`config.mk`:
```
export PLATFORM = sky130hd
export DESIGN_NAME = ahb_lite_fir_engine
export DESIGN_NICKNAME = d
export VERILOG_FILES = /design/src/rtl/ahb_lite_fir_engine.sv
export SDC_FILE = /design/constraint.sdc
export NUM_CORES = 1
export LEC_CHECK = 0
export BUFFER_PORTS_ARGS = -buffer_cell sky130_fd_sc_hd__buf_4
export CORE_MARGIN = 4
export CORE_UTILIZATION = 60
export DETAILED_ROUTE_END_ITERATION = 7
export HOLD_SLACK_MARGIN = 0.08
export PLACE_DENSITY = 0.82
export SETUP_SLACK_MARGIN = 0.15
export SYNTH_ARGS = -nofsm -noshare
export SYNTH_HDL_FRONTEND = slang
export SYNTH_SLANG_ARGS = --single-unit
```
`constraint.sdc`:
```
create_clock -name clk -period 13.7 [get_ports clk]
set_input_delay 0 -clock clk [delete_from_list [all_inputs] [get_ports clk]]
set_output_delay 0 -clock clk [all_outputs]
set_load 0.02 [all_outputs]
```
`src/rtl/ahb_lite_fir_engine.sv`:
```
// AHB-Lite FIR engine: shadow/active coefficient banks, one-tap-per-cycle MAC, saturating Q1.15 output.
// Optional build macro FIR_ROUNDING_EN: add 0x4000 before the >>15 (round half up) instead of truncating.
module ahb_lite_fir_engine #(
  parameter int NUM_TAPS    = 4,
  parameter int COUNT_LIMIT = 1000,
  parameter int CNT_W       = 10,
  parameter int ADDR_W      = 6
) (
  input  logic              clk,
  input  logic              rst,
  input  logic              hsel,
  input  logic [ADDR_W-1:0] haddr,
  input  logic              hsize,
  input  logic [1:0]        htrans,
  input  logic              hwrite,
  input  logic [15:0]       hwdata,
  output logic [15:0]       hrdata,
  output logic              hresp
);
  localparam int ACC_W = 32 + $clog2(NUM_TAPS);
  localparam int TAP_W = $clog2(NUM_TAPS);
  localparam logic [ADDR_W-1:0] A_STATUS   = ADDR_W'(8'h00);
  localparam logic [ADDR_W-1:0] A_RESULT   = ADDR_W'(8'h02);
  localparam logic [ADDR_W-1:0] A_SAMPLE   = ADDR_W'(8'h04);
  localparam logic [ADDR_W-1:0] A_CONTROL  = ADDR_W'(8'h06);
  localparam logic [ADDR_W-1:0] A_COUNT    = ADDR_W'(8'h08);
  localparam logic [ADDR_W-1:0] A_COEF     = ADDR_W'(8'h10);
  localparam logic [ADDR_W-1:0] A_COEF_END = ADDR_W'(16 + 2*NUM_TAPS);
  localparam logic [ADDR_W-2:0] HW_COEF    = (ADDR_W-1)'(8);

  typedef enum logic [1:0] {S_IDLE, S_LOAD, S_MAC, S_DONE} state_e;

  state_e                    state_q, state_d;
  logic                      dp_vld_q, dp_vld_d, dp_wr_q, dp_wr_d, dp_size_q, dp_size_d;
  logic [ADDR_W-1:0]         dp_addr_q, dp_addr_d;
  logic [NUM_TAPS-1:0][15:0] coef_sh_q, coef_sh_d, coef_q, coef_d, hist_q, hist_d;
  logic [15:0]               sample_q, sample_d, result_q, result_d;
  logic signed [ACC_W-1:0]   acc_q, acc_d;
  logic [TAP_W-1:0]          tap_q, tap_d;
  logic [CNT_W-1:0]          count_q, count_d;
  logic                      flag_q, flag_d, err_q, err_d, pend_q, pend_d;

  logic [ADDR_W-1:0]       a;
  logic [TAP_W-1:0]        coef_idx;
  logic                    is_status, is_result, is_sample, is_ctrl, is_count, is_coef;
  logic                    mapped, busy, bad, wr_ok, ctrl_wr;
  logic [2:0]              ctrl_bits;
  logic signed [31:0]      prod;
  logic signed [ACC_W-1:0] rnd, shf;
  logic                    sat;
  logic [15:0]             sat_val;

  // Byte writes replace only the lane picked by the low address bit.
  function automatic logic [15:0] merge(input logic [15:0] old, input logic [15:0] wd,
                                        input logic sz, input logic lane);
    if (sz)        return wd;
    else if (lane) return {wd[15:8], old[7:0]};
    else           return {old[15:8], wd[7:0]};
  endfunction

  always_comb begin
    a         = {dp_addr_q[ADDR_W-1:1], 1'b0};
    coef_idx  = TAP_W'(dp_addr_q[ADDR_W-1:1] - HW_COEF);
    is_status = (a == A_STATUS);
    is_result = (a == A_RESULT);
    is_sample = (a == A_SAMPLE);
    is_ctrl   = (a == A_CONTROL);
    is_count  = (a == A_COUNT);
    is_coef   = (a >= A_COEF) && (a < A_COEF_END);
    mapped    = is_status | is_result | is_sample | is_ctrl | is_count | is_coef;
    busy      = (state_q != S_IDLE);
    bad       = dp_vld_q & (!mapped
                 | (dp_wr_q & (is_status | is_result | is_count))
                 | (!dp_wr_q & is_ctrl)
                 | (dp_wr_q & is_sample & busy));
    wr_ok     = dp_vld_q & dp_wr_q & !bad;
    ctrl_wr   = wr_ok & is_ctrl;
    ctrl_bits = (dp_size_q | !dp_addr_q[0]) ? hwdata[2:0] : 3'b000;
    hresp     = bad;
    hrdata    = 16'h0000;
    if (dp_vld_q && !dp_wr_q && !bad) begin
      if (is_status)      hrdata = {13'b0, flag_q, err_q, busy};
      else if (is_result) hrdata = result_q;
      else if (is_sample) hrdata = sample_q;
      else if (is_count)  hrdata = 16'(count_q);
      else if (is_coef)   hrdata = coef_sh_q[coef_idx];
    end
  end

  always_comb begin
    prod = $signed(coef_q[tap_q]) * $signed(hist_q[tap_q]);
`ifdef FIR_ROUNDING_EN
    rnd  = acc_q + ACC_W'(32'h4000);
`else
    rnd  = acc_q;
`endif
    shf     = rnd >>> 15;
    sat     = !((&shf[ACC_W-1:15]) | ~(|shf[ACC_W-1:15]));
    sat_val = sat ? (shf[ACC_W-1] ? 16'h8000 : 16'h7FFF) : shf[15:0];
  end

  always_comb begin
    state_d   = state_q;
    dp_vld_d  = hsel && (htrans inside {2'b10, 2'b11});
    dp_wr_d   = hwrite;
    dp_size_d = hsize;
    dp_addr_d = haddr;
    coef_sh_d = coef_sh_q;
    coef_d    = coef_q;
    hist_d    = hist_q;
    sample_d  = sample_q;
    result_d  = result_q;
    acc_d     = acc_q;
    tap_d     = tap_q;
    count_d   = count_q;
    flag_d    = flag_q;
    err_d     = err_q;
    pend_d    = pend_q;

    if (wr_ok & is_sample) sample_d = merge(sample_q, hwdata, dp_size_q, dp_addr_q[0]);
    if (wr_ok & is_coef)
      coef_sh_d[coef_idx] = merge(coef_sh_q[coef_idx], hwdata, dp_size_q, dp_addr_q[0]);
    // Clears come first so a same-cycle set from DONE overrides them.
    if (ctrl_wr & ctrl_bits[1]) flag_d = 1'b0;
    if (ctrl_wr & ctrl_bits[2]) err_d  = 1'b0;

    if (state_q == S_IDLE) begin
      if (pend_q | (ctrl_wr & ctrl_bits[0])) coef_d = coef_sh_q;
      pend_d = 1'b0;
    end else if (ctrl_wr & ctrl_bits[0]) begin
      pend_d = 1'b1;
    end

    case (state_q)
      S_IDLE: if (wr_ok & is_sample) state_d = S_LOAD;
      S_LOAD: begin
        hist_d  = {hist_q[NUM_TAPS-2:0], sample_q};
        acc_d   = '0;
        tap_d   = '0;
        state_d = S_MAC;
      end
      S_MAC: begin
        acc_d = acc_q + {{(ACC_W-32){prod[31]}}, prod};
        tap_d = tap_q + 1'b1;
        if (tap_q == TAP_W'(NUM_TAPS-1)) state_d = S_DONE;
      end
      S_DONE: begin
        result_d = sat_val;
        if (sat) err_d = 1'b1;
        if (count_q == CNT_W'(COUNT_LIMIT-1)) begin
          count_d = '0;
          flag_d  = 1'b1;
        end else begin
          count_d = count_q + 1'b1;
        end
        state_d = S_IDLE;
      end
      default: state_d = S_IDLE;
    endcase
  end

  always_ff @(posedge clk) begin
    if (rst) begin
      state_q   <= S_IDLE;
      dp_vld_q  <= 1'b0;
      dp_wr_q   <= 1'b0;
      dp_size_q <= 1'b0;
      dp_addr_q <= '0;
      coef_sh_q <= '0;
      coef_q    <= '0;
      hist_q    <= '0;
      sample_q  <= '0;
      result_q  <= '0;
      acc_q     <= '0;
      tap_q     <= '0;
      count_q   <= '0;
      flag_q    <= 1'b0;
      err_q     <= 1'b0;
      pend_q    <= 1'b0;
    end else begin
      state_q   <= state_d;
      dp_vld_q  <= dp_vld_d;
      dp_wr_q   <= dp_wr_d;
      dp_size_q <= dp_size_d;
      dp_addr_q <= dp_addr_d;
      coef_sh_q <= coef_sh_d;
      coef_q    <= coef_d;
      hist_q    <= hist_d;
      sample_q  <= sample_d;
      result_q  <= result_d;
      acc_q     <= acc_d;
      tap_q     <= tap_d;
      count_q   <= count_d;
      flag_q    <= flag_d;
      err_q     <= err_d;
      pend_q    <= pend_d;
    end
  end
endmodule

```
Word-level counts from Yosys, hierarchy flattened
Index checks and enable logic that the tools add are counted.
{"block": "word_totals", "regBits": 284, "word_cells": 133, "inputBits": 29}
{"block": "classes", "n_reduce_logical": 22, "add_sub_neg": 4, "bitwise_logic": 26, "n_lt_le_gt_ge": 5, "multipliers": 1, "n_mux": 35, "n_eq_ne": 14}
{"op": "16-bit 2-to-1 mux", "n": 17}
{"op": "16-bit binary-select mux with 2-bit select", "n": 3}
{"op": "34-bit one-hot mux with 2 select lines", "n": 1}
{"op": "64-bit bitwise mux", "n": 1}
{"op": "34-bit adder", "n": 1}
{"op": "16-bit demux with 2-bit select", "n": 1}
{"op": "16-bit by 16-bit multiplier with 32-bit output", "n": 1}
{"op": "1-bit bitwise AND", "n": 13}
{"op": "1-bit OR", "n": 12}
{"op": "10-bit by 1-bit adder with 10-bit output, second input constant", "n": 1}
{"op": "10-bit equality test, second input constant", "n": 1}
{"op": "2-bit equality test, second input constant", "n": 5}
{"op": "5-bit by 2-bit equality test with 1-bit output, second input constant", "n": 2}
{"op": "10-bit 2-to-1 mux", "n": 1}
{"op": "2-bit one-hot mux with 4 select lines", "n": 1}
{"op": "2-bit AND reduction", "n": 4}
{"op": "2-bit nonzero test", "n": 4}
{"op": "6-bit by 5-bit >= comparator with 1-bit output, second input constant", "n": 1}
{"op": "2-bit by 3-bit < comparator with 1-bit output, second input constant", "n": 2}
{"op": "6-bit by 5-bit < comparator with 1-bit output, second input constant", "n": 1}
{"op": "1-bit 2-to-1 mux", "n": 6}
{"op": "5-bit by 1-bit equality test with 1-bit output, second input constant", "n": 1}
{"op": "5-bit by 3-bit equality test with 1-bit output, second input constant", "n": 1}
{"op": "1-bit logical AND", "n": 5}
{"op": "other kinds (16)", "n": 21}

Logic depth before layout (Yosys ltp)
{"block": "depth", "word_depth": 18, "mapped_depth": 39, "depth_no_buf": 36}

Worst setup path before layout
OpenSTA, ideal clock, no wires.
{"block": "synth_path", "path_type": "reg-to-reg", "start": "register tap_q[0]", "end": "register acc_q[33]", "stages_incl_launch_ff": 36, "arrival_ns": 9.229, "slack_ns": 4.352, "cell_sequence": "dfxtp_1 clkbuf_1 buf_1 mux4_2 clkbuf_1 nand2_1 fa_1 fa_1 fa_1 inv_1 fa_1 fa_1 inv_1 fa_1 inv_1 ha_1 and3_1 a221oi_1 o21ai_0 a31oi_1 o21ai_1 a41oi_1 nand3_1 a31oi_2 o21bai_1 xor2_1 ha_1 a21o_1 a21oi_1 or4b_1 a211o_1 a31o_1 a21oi_1 xnor2_1 mux2i_1 a21oi_1"}
{"block": "synth_via", "elab_chain_cells": 5, "word_cells_on_any_way": 7, "classes_between": "add/sub (1); mul (1); mux (5)"}
{"item": "start, declared", "line": "39", "rtl": "logic [TAP_W-1:0] tap_q, tap_d;"}
{"item": "start signal, assigned", "line": "192", "rtl": "tap_q <= tap_d;"}
{"item": "16-bit binary-select mux with 2-bit select", "line": "91", "rtl": "prod = $signed(coef_q[tap_q]) * $signed(hist_q[tap_q]);"}
{"item": "16-bit 2-to-1 mux (not written as such)", "line": "91"}
{"item": "16-bit by 16-bit multiplier with 32-bit output (*)", "line": "91"}
{"item": "34-bit adder (*)", "line": "143", "rtl": "acc_d = acc_q + {{(ACC_W-32){prod[31]}}, prod};"}
{"item": "34-bit one-hot mux with 2 select lines (*)", "line": "134", "rtl": "case (state_q)"}
{"item": "end signal, assigned", "line": "174", "rtl": "acc_q <= '0;"}
{"item": "end signal, assigned", "line": "191", "rtl": "acc_q <= acc_d;"}
{"item": "end, declared", "line": "38", "rtl": "logic signed [ACC_W-1:0] acc_q, acc_d;"}
Mark *: on every way between the ends. The rest lies on a longest branch, timed or not. The select of a mux whose other input is x is not followed.
A chain may end at the register's enable or synchronous reset.

Final worst setup path
Same ends and word-level chain as after synthesis.

==> out/qor.csv <==
stage;metric;value;unit
clock_network;CTS Sinks;284;
route;DRT iter0 DRCs;1859;
yosys;Avg Inst Size Synth;9.09;sq um
worst_setup_path;crit path DAT;10.89;ns
worst_setup_path;FF-to-FF End;acc_q[33];
clock_network;hold_buf cts;26;
yosys;synthesized area;23000;sq um
sta;f_max;0.0950;GHz
worst_setup_path;Setup crit start kind;flop;
worst_setup_path;crit-path leading delay family;adder cells;
sta;final worst slack;3.17;ns
sta;# setup viols final;0;
floorplan;num rows;71;
floorplan;Initial Util;61.0;%
global_route;Total GRT Usage;27.8;%
clock_network;H-Tree Depth;1;
sta;unrepaired setup endpoints after global routing;no;
sta;Final Cycle Share;76.8;%
placed_design;DP Worst Slack;3.23;ns
sta;Fin. Hold Viols;0;
clock_network;clock latency on the worst-skew pair;0.58;ns
route;remaining antenna violation count;0;
route;vias;18108;
worst_setup_path;Reg2Reg Depth;34;
global_route;first-pass GRT wire length;94600;microns
worst_setup_path;critical path's largest stage delay;0.84;ns
floorplan;die height;204;microns
yosys;top-count cell post-synth;inv_1;
sta;worst hold slack;0.125;ns
route;wire length per cell;18.9;microns
floorplan;Die Footprint;41600;sq um
status;status;completed;
sta;Final Max Tran Viols;0;
worst_setup_path;Worst Path Class, Setup;flop to flop;
cells_and_area;layout cell share with drive strength beyond 1;7.11;%
worst_setup_path;RR Startpoint;tap_q[0];
clock_network;Post-CTS Setup Repair Bufs;0;
global_route;initial antenna violation count;1;
power_and_ir_drop;Leak;10.8;nW
yosys;Post-synth top cells;inv_1, nand2_1, dfxtp_1;
worst_setup_path;end point of the critical path;acc_q[33];
placed_design;PortBufs;44;
worst_setup_path;endpoint type of the worst setup path;flop;
global_route;GRT overflow;0;
power_and_ir_drop;Peak VDD IR;0.107;mV
clock_network;post-CTS sizing;0;
yosys;Seq/Total Area, Yosys;24.7;%
sta;worst clock skew;0.0499;ns
run;Max-Cap Viols;0;
hold_path;worst hold path type;input port to flop;
sta;Max-slew headroom;17.7;%
route;Pre-antenna DRT Iters;8;
worst_setup_path;R2R Setup Slk;3.17;ns
global_route;largest net degree at the start of global routing;152;
clock_network;CTS Buf Count;28;
floorplan;IO Pins;46;
clock_network;CTS clk-pin slew, worst paths;0.07;ns
worst_setup_path;slowest library cell on the worst path;mux4_2;
yosys;top_reg_cell synth;dfxtp_1;
yosys;Yosys top cell area share;24.7;%
sta;Slew @ Worst Pin;1.23;ns
worst_setup_path;most frequent CP cell;fa_1;
yosys;dominant cells by area after synthesis;dfxtp_1, fa_1, ha_1;
floorplan;Die X;204;microns
route;vias per cell;5.95;
worst_setup_path;buffer and inverter count on the worst path;5;
placed_design;Final HPWL DP;41000;microns
yosys;number of synthesis warnings;0;
clock_network;clock tree buffer depth;3;
cells_and_area;fin nets;2928;
floorplan;CORE AREA;37800;sq um
yosys;EDFF count, synth;0;
yosys;Async S/R FF share, synth;0;%
power_and_ir_drop;Tot Pwr;1.80;mW
yosys;synth unique cells;72;
worst_setup_path;worst-path fanout max;35;
worst_setup_path;CP Launch Point;tap_q[0];
global_route;vias in the first global route;18601;
cells_and_area;area delta synth->final;7.83;%
clock_network;CTS tree;done;
clock_network;Clock Tree Root;clkbuf_16;
yosys;Synth Register Bits;284;
placed_design;placer's final routability congestion estimate;0.898;
yosys;post-synth top area cell;dfxtp_1;
route;drt drc;0;
sta;minimum clock period;10.53;ns
worst_setup_path;CP required;14.07;ns
yosys;Mapped Nets;2945;
sta;Setup TNS;0;ns
yosys;Mapped Cells;2531;
cells_and_area;# diodes;0;
power_and_ir_drop;PwrDens;72.5;nW/um^2
route;WL final;57600;microns
worst_setup_path;Worst path depth;34;
==> worst min-delay path by stage <==
stage,end,startpoint,cells past startpoint
floorplan,dp_vld_q,htrans[1],2
global placement,dp_addr_q[1],haddr[1],2
CTS,sample_q[0],rst,2
global route,dp_addr_q[2],haddr[2],3
finish,flag_q,rst,2
detailed placement,dp_size_q,hsize,2
==> state kept, by name, indices dropped and copies added (netlist names) <==
name,cells
sample_q,16
count_q,10
coef_sh_q,64
flag_q,1
dp_addr_q,6
pend_q,1
coef_q,64
tap_q,2
dp_wr_q,1
err_q,1
dp_size_q,1
state_q,2
dp_vld_q,1
hist_q,64
acc_q,34
result_q,16
==> area by class of cell <==
class                      instances  area [sq um]
clock buffer                      39           782
multi-input combinational       1800         15700
fill                            2842         12900
inverter                         316          1190
timing repair buffer              84           702
sequential                       284          5690
tap                              511           639
clock inverter                    10           165
==> per-stage QoR <==
stage	cell area [sq um]	std cells	utilization (%)
final	24800	3044	65.7
after global routing	24800	3044	65.7
after CTS	24800	3044	65.7
after detailed placement	23600	2969	62.5
after global placement	23600	2969	62.5
after floorplan	23000	2531	-
==> cell usage in the layout (no fill, tap or decap), types with 5 or more instances in the layout <==
cell type / netlist / final
inv_1: 316 / 316
o21ai_0: 31 / 31
mux4_2: 47 / 47
nand4_1: 7 / 7
a21oi_1: 155 / 155
and2_1: 116 / 116
nor2b_1: 18 / 17
o21ai_1: 14 / 14
a21o_1: 30 / 30
a31oi_1: 5 / 5
dlygate4sd3_1: 0 / 26
mux2i_1: 102 / 102
fa_1: 263 / 263
nand3_1: 13 / 13
a22oi_1: 19 / 19
nor3_1: 32 / 31
clkbuf_16: 0 / 28
o21bai_1: 8 / 8
ha_1: 122 / 121
or2_2: 7 / 7
xor2_1: 25 / 25
nand3b_1: 5 / 5
buf_4: 0 / 57
and3_1: 6 / 6
clkbuf_8: 2 / 5
a222oi_1: 14 / 14
o21a_1: 9 / 9
xnor2_1: 43 / 43
clkbuf_1: 105 / 7
nor2_1: 256 / 254
a211oi_1: 69 / 69
nand2b_1: 12 / 11
dfxtp_1: 284 / 283
nand2_1: 314 / 314
==> logic make-up (layout without fill, tap and decap cells) <==
kind of cell / count (synthesis) / after routing / share of synthesized area, %
AND/OR/NAND/NOR: 812 / 812 / 15.9
XOR/XNOR: 68 / 68 / 2.59
flip-flops: 284 / 284 / 24.7
adder cells (fa/ha/maj): 385 / 385 / 29.5
multiplexers: 151 / 151 / 9.13
AO/OA/AOI/OAI: 384 / 384 / 10.7
buffers and inverters: 447 / 449 / 7.48
==> routing by layer <==
metal  vias to the layer above  part of all wire (%)  global-route usage [%]  wire length (microns)
li1                       8229                     -                       -                      -
met1                      8979                    41                    38.6                  23500
met2                       752                    48                    46.6                  27800
met3                       148                   7.6                    2.87                   4350
met4                         0                   3.2                    8.41                   1870
met5                         -                     0                       0                      0
==> report_power, final <==
group          switching, mW  internal (mW)
sequential           0.00388          0.829
clock                  0.335          0.458
combinational          0.106         0.0675
==> worst reg2reg max path, delay by kind of cell, from the launching register on <==
kind	cells	cell delay, ns
xor+xnor	2	0.40
buf+inv	5	0.79
simple gates	4	1.12
flops	1	0.34
fa+ha+maj	8	3.66
mux	2	1.08
compound gates	13	2.97
Power figures use the tool's default switching activity.
